## config.mk

```make
export PLATFORM = sky130hd
export DESIGN_NAME = xor_stream_decoder
export DESIGN_NICKNAME = d
export VERILOG_FILES = /design/src/rtl/xor_stream_decoder.sv
export SDC_FILE = /design/constraint.sdc
export NUM_CORES = 1
export LEC_CHECK = 0
export CAP_MARGIN = 20
export CORE_UTILIZATION = 35
export CTS_BUF_LIST = sky130_fd_sc_hd__clkbuf_4 sky130_fd_sc_hd__clkbuf_8
export CTS_CLUSTER_DIAMETER = 30
export DETAILED_ROUTE_END_ITERATION = 8
export PLACE_DENSITY = 0.64
export SLEW_MARGIN = 20
export SYNTH_ARGS = -nofsm -noshare
export SYNTH_HDL_FRONTEND = slang
export SYNTH_SLANG_ARGS = --single-unit
export TNS_END_PERCENT = 10
```

## constraint.sdc

```tcl
create_clock -name clk -period 4.75 [get_ports clk]
set_clock_uncertainty 0.05 [all_clocks]
set_input_delay 1.425 -clock clk [delete_from_list [all_inputs] [get_ports clk]]
set_output_delay 1.425 -clock clk [all_outputs]
set_load 0.03 [all_outputs]
```

## src/rtl/xor_stream_decoder.sv

```systemverilog
// xor_stream_decoder: recovers the original operand from an XOR mixer stream
// (data = y ^ key), tags it with a sequence number and queues it in a small
// first-word-fall-through FIFO.
// Latency: in_valid at edge N appears at the head (out_valid=1) after edge N
// when the FIFO was empty; there is no combinational path from in_* to out_*.
// Backpressure: upstream cannot be stalled; a word that finds the FIFO full
// (and no pop in the same cycle) is dropped and the sticky overflow flag is set.
//
// Ports:
//   clk, rst_n          clock, asynchronous active-low reset
//   key_load, key_in    capture a new key (takes effect the cycle after load)
//   in_valid, in_y      mixed word strobe and value from the mixer
//   out_valid/out_ready head handshake; out_data/out_seq hold the head
//   level               FIFO occupancy (0..DEPTH)
//   overflow, clr_ovf   sticky drop flag and its synchronous clear
//   drop_cnt            saturating drop counter, present only when the
//                       macro XDEC_DROP_CNT_EN is defined
module xor_stream_decoder #(
  parameter int W     = 12,
  parameter int DEPTH = 4,   // power of 2, >= 2
  parameter int CNT_W = 8
) (
  input  logic                       clk,
  input  logic                       rst_n,
  input  logic                       key_load,
  input  logic [W-1:0]               key_in,
  input  logic                       in_valid,
  input  logic [W-1:0]               in_y,
  output logic                       out_valid,
  input  logic                       out_ready,
  output logic [W-1:0]               out_data,
  output logic [CNT_W-1:0]           out_seq,
  output logic [$clog2(DEPTH):0]     level,
`ifdef XDEC_DROP_CNT_EN
  output logic [15:0]                drop_cnt,
`endif
  output logic                       overflow,
  input  logic                       clr_ovf
);

  localparam int AW = $clog2(DEPTH);
  localparam int LW = AW + 1;

  typedef struct packed {
    logic [W-1:0]     data;
    logic [CNT_W-1:0] seq;
  } entry_t;

  entry_t           mem [DEPTH];
  logic [AW:0]      wr_ptr;
  logic [AW:0]      rd_ptr;
  logic [W-1:0]     key_q;
  logic [CNT_W-1:0] seq_q;
  entry_t           head_q;
  logic             ovf_q;

  logic [LW-1:0]    level_w;
  logic             empty;
  logic             full;
  logic             pop;
  logic             push;
  logic             drop;
  logic [AW:0]      wr_next;
  logic [AW:0]      rd_next;
  logic [LW-1:0]    level_next;
  entry_t           new_entry;
  entry_t           head_next;

  // Occupancy is the pointer difference; the extra MSB separates full from empty.
  assign level_w = wr_ptr - rd_ptr;
  assign empty   = (level_w == '0);
  assign full    = (level_w == LW'(DEPTH));

  assign pop  = !empty && out_ready;
  // A full FIFO still accepts a word when the head leaves in the same cycle.
  assign push = in_valid && (!full || pop);
  assign drop = in_valid && !push;

  assign wr_next    = wr_ptr + {{AW{1'b0}}, push};
  assign rd_next    = rd_ptr + {{AW{1'b0}}, pop};
  assign level_next = wr_next - rd_next;

  // Decode uses the key held before this edge, so a simultaneous key_load
  // only affects later words.
  assign new_entry.data = in_y ^ key_q;
  assign new_entry.seq  = seq_q;

  // The head register is refilled from the slot rd_next will point at. That
  // slot can only coincide with the slot being written when the FIFO drains
  // to zero before this push, in which case the incoming word becomes head.
  always_comb begin
    head_next = mem[rd_next[AW-1:0]];
    if (push && (wr_ptr[AW-1:0] == rd_next[AW-1:0])) begin
      head_next = new_entry;
    end
  end

  always_ff @(posedge clk or negedge rst_n) begin
    if (!rst_n) begin
      wr_ptr <= '0;
      rd_ptr <= '0;
      key_q  <= '0;
      seq_q  <= '0;
      head_q <= '0;
      ovf_q  <= 1'b0;
      for (int i = 0; i < DEPTH; i++) begin
        mem[i] <= '0;
      end
    end else begin
      if (push) begin
        mem[wr_ptr[AW-1:0]] <= new_entry;
      end
      wr_ptr <= wr_next;
      rd_ptr <= rd_next;

      // Every strobe advances the tag, dropped or not, so gaps reveal loss.
      if (in_valid) begin
        seq_q <= seq_q + 1'b1;
      end

      if (key_load) begin
        key_q <= key_in;
      end

      // Head holds its last value while the FIFO is empty.
      if (level_next != '0) begin
        head_q <= head_next;
      end

      // A drop in the same cycle as a clear leaves the flag set.
      if (drop) begin
        ovf_q <= 1'b1;
      end else if (clr_ovf) begin
        ovf_q <= 1'b0;
      end
    end
  end

`ifdef XDEC_DROP_CNT_EN
  logic [15:0] drop_cnt_q;

  always_ff @(posedge clk or negedge rst_n) begin
    if (!rst_n) begin
      drop_cnt_q <= '0;
    end else if (clr_ovf) begin
      // The clear and a coincident drop leave exactly that one drop counted.
      drop_cnt_q <= drop ? 16'd1 : 16'd0;
    end else if (drop && (drop_cnt_q != 16'hFFFF)) begin
      drop_cnt_q <= drop_cnt_q + 16'd1;
    end
  end

  assign drop_cnt = drop_cnt_q;
`endif

  assign out_valid = !empty;
  assign out_data  = head_q.data;
  assign out_seq   = head_q.seq;
  assign level     = level_w;
  assign overflow  = ovf_q;

endmodule

```

After elaboration in Yosys (flattened, before gate mapping). Cells that the tools add are included.

Word-level logic and storage cells: 49. Output and inout port bits: 25. Flip-flop bits (word level): 127.

Magnitude comparators: 3. Reduce and logical (&&, ||, !) cells: 12. Bitwise logic cells: 3. Equal/unequal tests: 2. Add/sub/neg operators: 5. Mux-type cells: 9.

Operators with widths (count): bitwise mux 80 bit (1); 2-to-1 mux 20 bit (4); binary-select mux 20 bit (select 2 bit) (1); demux 20 bit (select 2 bit) (1); bitwise XOR 12 bit (1); adder 8 x 1 -> 8 bit (second input constant) (1); adder 3 x 1 -> 3 bit (2); greater-or-equal comparator 3 bit (second input constant) (2); inverter 2 -> 3 bit (2); subtractor 3 bit (2); logical AND 1 bit (5); equality test 3 bit (second input constant) (1); logical NOT 1 bit (3); logical NOT 3 bit (1); < comparator 3 x 1 -> 1 bit (second input constant) (1); nonzero test 3 bit (1); equality test 2 bit (1); 2-to-1 mux 1 bit (2); nonzero test 2 bit (1); logical OR 1 bit (1).

Longest topological paths before layout. Gate-level depths: netlist of the first run.

Word-level depth: 10. Gate-level depth with buffers: 16. Gate-level depth less buffers: 14.

Least setup slack after synthesis of the first run. Ideal clock, no wire load.

Path type: flip-flop to flip-flop. Start: register wr_ptr[0]. End: register head_q, in the netlist out_data[10]. Setup slack: 0.485 ns. Arrival: 4.133 ns. Cell stages (with the launch flop): 17. Clock period less this slack: 4.265 ns. Path buffers: 2. Cells stage by stage: dfrtp_1 inv_1 ha_1 fa_1 xnor3_4 nand3_1 and2_1 ha_1 ha_1 buf_1 inv_1 ha_1 nand2b_1 xnor3_1 or2_1 buf_2 a31oi_1.

Word-level cells in the longest chain between the ends: 10. Elaborated cells between the ends (all ways): 19. Those cells by class: add/sub (4); eq/ne (2); mux (4); bitwise (1); reduce/logical (8).

Ends and longest elaborated chain: start, declared (RTL line 50) `logic [AW:0] wr_ptr;`; start signal, assigned (RTL line 113) `wr_ptr <= wr_next;`; subtractor 3 bit (*) (RTL line 70) `assign level_w = wr_ptr - rd_ptr;`; logical NOT 3 bit (*) (RTL line 71) `assign empty = (level_w == '0);`; logical NOT 1 bit (*); named net out_valid (RTL line 29) `output logic out_valid,`; logical AND 1 bit (*) (RTL line 74) `assign pop = !empty && out_ready;`; adder 3 x 1 -> 3 bit (*) (RTL line 80) `assign rd_next = rd_ptr + {{AW{1'b0}}, pop};`; named net rd_next[1] (RTL line 64) `logic [AW:0] rd_next;`; inverter 2 -> 3 bit (implied by the code) (RTL line 92) `head_next = mem[rd_next[AW-1:0]];`; binary-select mux 20 bit (select 2 bit) (RTL line 92); 2-to-1 mux 20 bit (implied by the code) (2 in series) (RTL line 92); 2-to-1 mux 20 bit (RTL line 93) `if (push && (wr_ptr[AW-1:0] == rd_next[AW-1:0])) begin`; end signal, assigned (RTL line 127) `head_q <= head_next;`; end, declared (RTL line 54) `entry_t head_q;`.

Mark *: on every way through the listed nets, which the timed path passes. The rest lies on a longest branch. The select of a mux whose other input is x is not followed. A chain may end at the register's enable or synchronous reset.

Worst setup path after layout of the first run.
Start: register wr_ptr[0]. End: output out_valid.

Word-level cells in the longest chain between the ends: 3.

Ends and longest elaborated chain: subtractor 3 bit (RTL line 70); logical NOT 3 bit (RTL line 71); logical NOT 1 bit (RTL line 156) `assign out_valid = !empty;`; end, declared (RTL line 29).

No other way between the ends.

==> summary.md, run 1 <==
| Metric | Value |
|---|---|
| Final nets | between 500 and 600 |
| CORE AREA | between 0.015 and 0.02 sq mm |
| Most frequent cells in the layout | dfrtp_1, o21ai_0, nand2_1, clkdlybuf4s50_1, mux2_1 |
| Starting density of the core | 36.2% |
| CP arrival | 3.05 ns |
| Share of cells above drive strength 1 | between 10% and 20% |
| Ys Warns | 0 |
| TritonCTS buffer count | 17 |
| Post-CTS setup buffers | 0 |
| Port Buf Inserts | between 50 and 60 |
| Worst-margin pin slew | approximately 0.83 ns |
| Post-DP HPWL | between 8000 and 9000 um |
| GRT overflow | 0 |
| Cells after Synth | 469 |
| #FFs+latches synth | 127 |
| Hold-fix buffers at CTS | 0 |
| Post-cts sizing count | 0 |
| Rel. slew slack | 44.7% |
| Mapped Area | roughly 0.0058 sq mm |
| Startpoint Class | flip-flop |
| Crit share post-route | a little over nine tenths |
| CP required | approximately 3.3 ns |
| Post-route ant nets | 0 |
| Remaining DRCs | 0 |
| Post-synthesis area per instance | ~12 sq um |
| Clock Sinks | ~130 |
| Root Driver | clkbuf_8 |
| DR pass1 iterations | 4 |
| Status | completed |
| Largest net degree at the start of global routing | 72 |
| Chip Height | 131 um |
| Global-route wire length before repair | 20900 um |
| Clock transition at path regs | approximately 0.070 ns |
| Top fanout value on the critical path | 8 |
| Sequential fraction of the synthesis area | a little over half |
| Top-level I/O count | 55 |
| Cell variety after synth | 32 |
| TNS Setup | 0 ns |
| Die ar. | 0.0171 sq mm |
| DR iter-0 viols | 220 |
| Synth top area share | between 50% and 60% |
| Vias in the first global route | approximately 3800 |
| Total track usage | approximately 16% |
| Fillers | 1474 |
| Max Freq | ~220 MHz |
| Commonest non-fill, non-tap cell in the layout | dfrtp_1 |
| Min Tclk post-route | around 4.5 ns |
| CP Capture Type | primary output |
| Synth Net Count | 508 |
| Initial antenna violation count | 0 |
| Yosys top cell by area | dfrtp_1 |
| Critical path class | reg2out |
| Area Overhead vs Synth | 20.2% |
| Via count | 3740 |
| Htree depth | 4 |
| CTS max path bufs | 2 |
| Ranking of synthesized cells by area | dfrtp_1, mux4_2, o21ai_0 |
| Hold crit path type | reg2reg |
| Vias per inst | ~5.0 |
| CTS tree | yes |
| Clk_lat worst skew | approximately 0.45 ns |
| Standard-cell row count | 46 |
| Antenna diode count | 0 |
| WL per Instance | approximately 17 um |
| Final setup vio count | 0 |
| Routed wire length | roughly 12000 um |
| Hold Violations, Final | 0 |
| Final Max Tran Viols | 0 |
| Routability congestion estimate | just under 0.8 |
| Die W | approximately 130 um |
| Max-Cap Viols | 0 |
| RSZ-0062 raised after global routing | false |
worst paths after layout:
kind | startpoint | end | slack, ns | cells after the start
worst min-delay path | mem[72] | mem[72] | 0.43 | 2
worst max-delay path | wr_ptr[0] | out_valid | 0.22 | 6
min in group asynchronous | rst_n | mem[6] | 0.99 | 1
max in group asynchronous | rst_n | mem[72] | 2.83 | 2
worst min register to register | mem[72] | mem[72] | 0.43 | 2
worst max register to register | wr_ptr[0] | out_data[5] | 0.44 | 14
flip-flops by register name, indices dropped and copies added (netlist names):
register  cells
rd_ptr        3
out_seq       8
seq_q         8
key_q        12
mem          80
wr_ptr        3
out_data     12
overflow      1
critical path: stages (launching register included):
cell and delay (ns):
dfrtp_1 0.52, inv_1 0.18, ha_1 0.25, fa_1 0.37, xnor3_4 0.45, nand3_1 0.15
clkdlybuf4s50_1 0.67
stage by stage:
stage                     setup slack, ns  utilization (%)  std cells  hold slack [ns]  cell area [sq um]
after floorplan                     0.485                -        469            0.395               5810
after global placement              0.438             40.7        717            0.406               6540
final                               0.224             43.5        749            0.429               6990
after CTS                           0.224             43.5        749            0.436               6990
after detailed placement            0.329             40.7        717            0.420               6540
after global routing                0.119             43.5        749            0.454               6990
area by class of cell:
class | instances | area [sq um] | area share [%]
Clock inverter | 11 | 160 | 2.29
Tap cell | 216 | 270 | 3.87
Timing Repair Buffer | 67 | 648 | 9.27
Clock buffer | 21 | 289 | 4.14
Multi-Input combinational cell | 297 | 2410 | 34.4
Sequential cell | 127 | 3180 | 45.5
Inverter | 10 | 37.5 | 0.537
logic make-up (layout without fill, tap and decap cells):
group	after synthesis	after routing	share of synthesized area, %
mux	65	65	16.5
simple gates	104	104	8.31
buf+inv	45	109	3.96
fa+ha+maj	9	9	2.07
xor+xnor	25	25	4.30
flops	127	127	54.7
compound gates	94	94	10.2
synth_stat cells:
master / count
dfrtp_1: 127
o21ai_0: 68
nand2_1: 53
mux2_1: 24
mux2_2: 21
a31oi_1: 20
mux4_2: 20
nor3_1: 20
xnor2_1: 20
buf_2: 13
or3_1: 12
clkbuf_1: 9
inv_1: 9
nand3_1: 9
ha_1: 8
buf_1: 6
buf_6: 5
o2111ai_4: 4
nand4_1: 3
xor2_1: 3
and2_1: 2
and3_1: 2
buf_4: 2
fa_1: 1
inv_2: 1
nand2b_1: 1
nand3b_1: 1
o21ai_4: 1
o32ai_1: 1
or2_1: 1
xnor3_1: 1
xnor3_4: 1
layer usage:
layer	share of wire, %	global-route usage (%)	routed length [um]	vias to the layer above
met4	1.6	6.69	200	0
met2	46	25.0	5720	90
met5	0	0	0	-
li1	-	-	-	1791
met1	49	23.1	6120	1846
met3	3.6	3.26	446	13
Power of run 1 is left out: the tool's default activity adds up to more than one toggle a clock period on the data nets, which glitch-free logic cannot reach.
==> run 2: changes to the inputs <==
Settings changed: HOLD_SLACK_MARGIN set to 0.03, PLACE_DENSITY 0.64 to 0.5.
==> summary.md, run 2 (same netlist as run 1, synthesis figures left out) <==
| Metric | Value |
|---|---|
| Post-route insts no fill | 750 (was 749) |
| Total track usage | 17.0% (was 16.5%) |
| Hold depth | 2 (unchanged) |
| Global-route wire length before repair | 21300 um (was 20900 um) |
| Die W | 131 um (unchanged) |
| CTS tree | yes (unchanged) |
| Via count | 3747 (was 3740) |
| Crit share post-route | 94.9% (was 95.3%) |
| Max-Cap Viols | 0 (unchanged) |
| Hold Violations, Final | 0 (unchanged) |
| TNS Setup | 0 ns (unchanged) |
| Rel. slew slack | 42.4% (was 44.7%) |
| Clk_lat worst skew | 0.44 ns (was 0.45 ns) |
| Min Tclk post-route | 4.51 ns (was 4.53 ns) |
| Clock Sinks | 127 (unchanged) |
| DR pass1 iterations | 4 (unchanged) |
| TritonCTS buffer count | 17 (unchanged) |
| Hold-fix buffers at CTS | 0 (unchanged) |
| Routed wire length | 12900 um (was 12500 um) |
| Worst path cell trace | inv_1 > ha_1 > fa_1 > xnor3_4 > nand3_1 > clkdlybuf4s50_1 (unchanged) |
| Slowest stage delay, CP | 0.67 ns (about the same) |
| R2r worst-path depth | 13 (was 14) |
| Routability congestion estimate | 0.713 (was 0.787) |
| CP Capture Type | primary output (unchanged) |
| Die ar. | 0.0171 sq mm (unchanged) |
| Final nets | 560 (was 559) |
| CTS max path bufs | 2 (unchanged) |
| CP required | 3.27 ns (about the same) |
| Top fanout value on the critical path | 8 (unchanged) |
| Max Freq | 222 MHz (was 221 MHz) |
| Largest net degree at the start of global routing | 66 (was 72) |
| Remaining DRCs | 0 (unchanged) |
| Cell total after placement | 718 (was 717) |
| Root Driver | clkbuf_8 (unchanged) |
| Status | completed (unchanged) |
| DR iter-0 viols | 155 (was 220) |
| Post-DP HPWL | 8330 um (was 8410 um) |
| Largest register FFs | 80 (unchanged) |
| Standard-cell row count | 46 (unchanged) |
| Critical path class | reg2out (unchanged) |
| Commonest non-fill, non-tap cell in the layout | dfrtp_1 (unchanged) |
| Post-route ant nets | 0 (unchanged) |
| RSZ-0062 raised after global routing | false (unchanged) |
| CP arrival | 3.03 ns (was 3.05 ns) |
| Post-cts sizing count | 0 (unchanged) |
| Port Buf Inserts | 54 (unchanged) |
| Startpoint Class | flip-flop (unchanged) |
| Final setup vio count | 0 (unchanged) |
| Vias in the first global route | 3859 (was 3783) |
| Most frequent cells in the layout | dfrtp_1, o21ai_0, nand2_1, clkdlybuf4s50_1, mux2_1 (unchanged) |
| Starting density of the core | 36.2% (unchanged) |
| Final Max Tran Viols | 0 (unchanged) |
| Antenna diode count | 0 (unchanged) |
| Hold crit path type | reg2reg (unchanged) |
| Htree depth | 4 (unchanged) |
| GRT overflow | 0 (unchanged) |
| Share of cells above drive strength 1 | 17.8% (was 17.6%) |
| WL per Instance | 17.2 um (was 16.7 um) |
| Post-CTS setup buffers | 0 (unchanged) |
| Area Overhead vs Synth | 19.5% (was 20.2%) |
| Initial antenna violation count | 0 (unchanged) |
| Clock transition at path regs | 0.07 ns (about the same) |
| Top-level I/O count | 55 (unchanged) |
| Chip Height | 131 um (unchanged) |
| Worst-margin pin slew | 0.864 ns (was 0.829 ns) |
| Vias per inst | 5.00 (was 4.99) |
| Register with the most flip-flops | mem (unchanged) |
| Slowest CP cell | clkdlybuf4s50_1 (unchanged) |
| CORE AREA | 0.0161 sq mm (unchanged) |
-- run 2: per-layer routing --
metal	GRT usage, %	up-vias	share of wire, %
met3	3.58	16	3.6
met1	22.6	1865	47
met4	6.63	0	1.4
met2	27.2	81	48
li1	-	1785	-
met5	0	-	0
-- run 2: per-stage QoR --
stage / util [%] / instance area, sq um / setup WS [ns] / hold slack (ns)
global route: 43.3 / 6950 / 0.103 / 0.453
global placement: 40.8 / 6550 / 0.364 / 0.407
detailed placement: 40.8 / 6550 / 0.291 / 0.417
finish: 43.3 / 6950 / 0.243 / 0.426
floorplan: - / 5810 / 0.485 / 0.395
CTS: 43.3 / 6950 / 0.206 / 0.434
-- run 2: worst paths after layout --
kind	start	endpoint	slack, ns
worst max-delay path	wr_ptr[0]	out_valid	0.24
worst min-delay path	mem[74]	mem[74]	0.43
worst max register to register	wr_ptr[0]	out_data[4]	0.58
worst min register to register	mem[74]	mem[74]	0.43
max in group asynchronous	rst_n	mem[9]	2.79
min in group asynchronous	rst_n	mem[66]	1.03
-- run 2: critical path, delay by kind of cell (launching register included) --
family | cells | cell delay, ns
XOR/XNOR | 1 | 0.45
adder cells (fa/ha/maj) | 2 | 0.62
buffers and inverters | 2 | 0.86
flip-flops | 1 | 0.51
AND/OR/NAND/NOR | 1 | 0.15
-- run 2: final cells by class --
| cell class | instances | area, sq um |
|---|---|---|
| clock buffers | 19 | 255 |
| inverters | 10 | 37.5 |
| repair buffers | 68 | 656 |
| flip-flops and latches | 127 | 3180 |
| multi-input cells | 297 | 2410 |
| clock inverters | 13 | 145 |
| fillers | 1504 | 9110 |
| well taps | 216 | 270 |
Power of run 2 is left out for the same reason.
==> run 3: changes to the inputs <==
Settings changed: CTS_CLUSTER_DIAMETER 30 to 50.
==> results of run 3 <==
Same layout as run 2: the final DEF is identical, and so are final timing and power.
Power of run 3 is left out for the same reason.
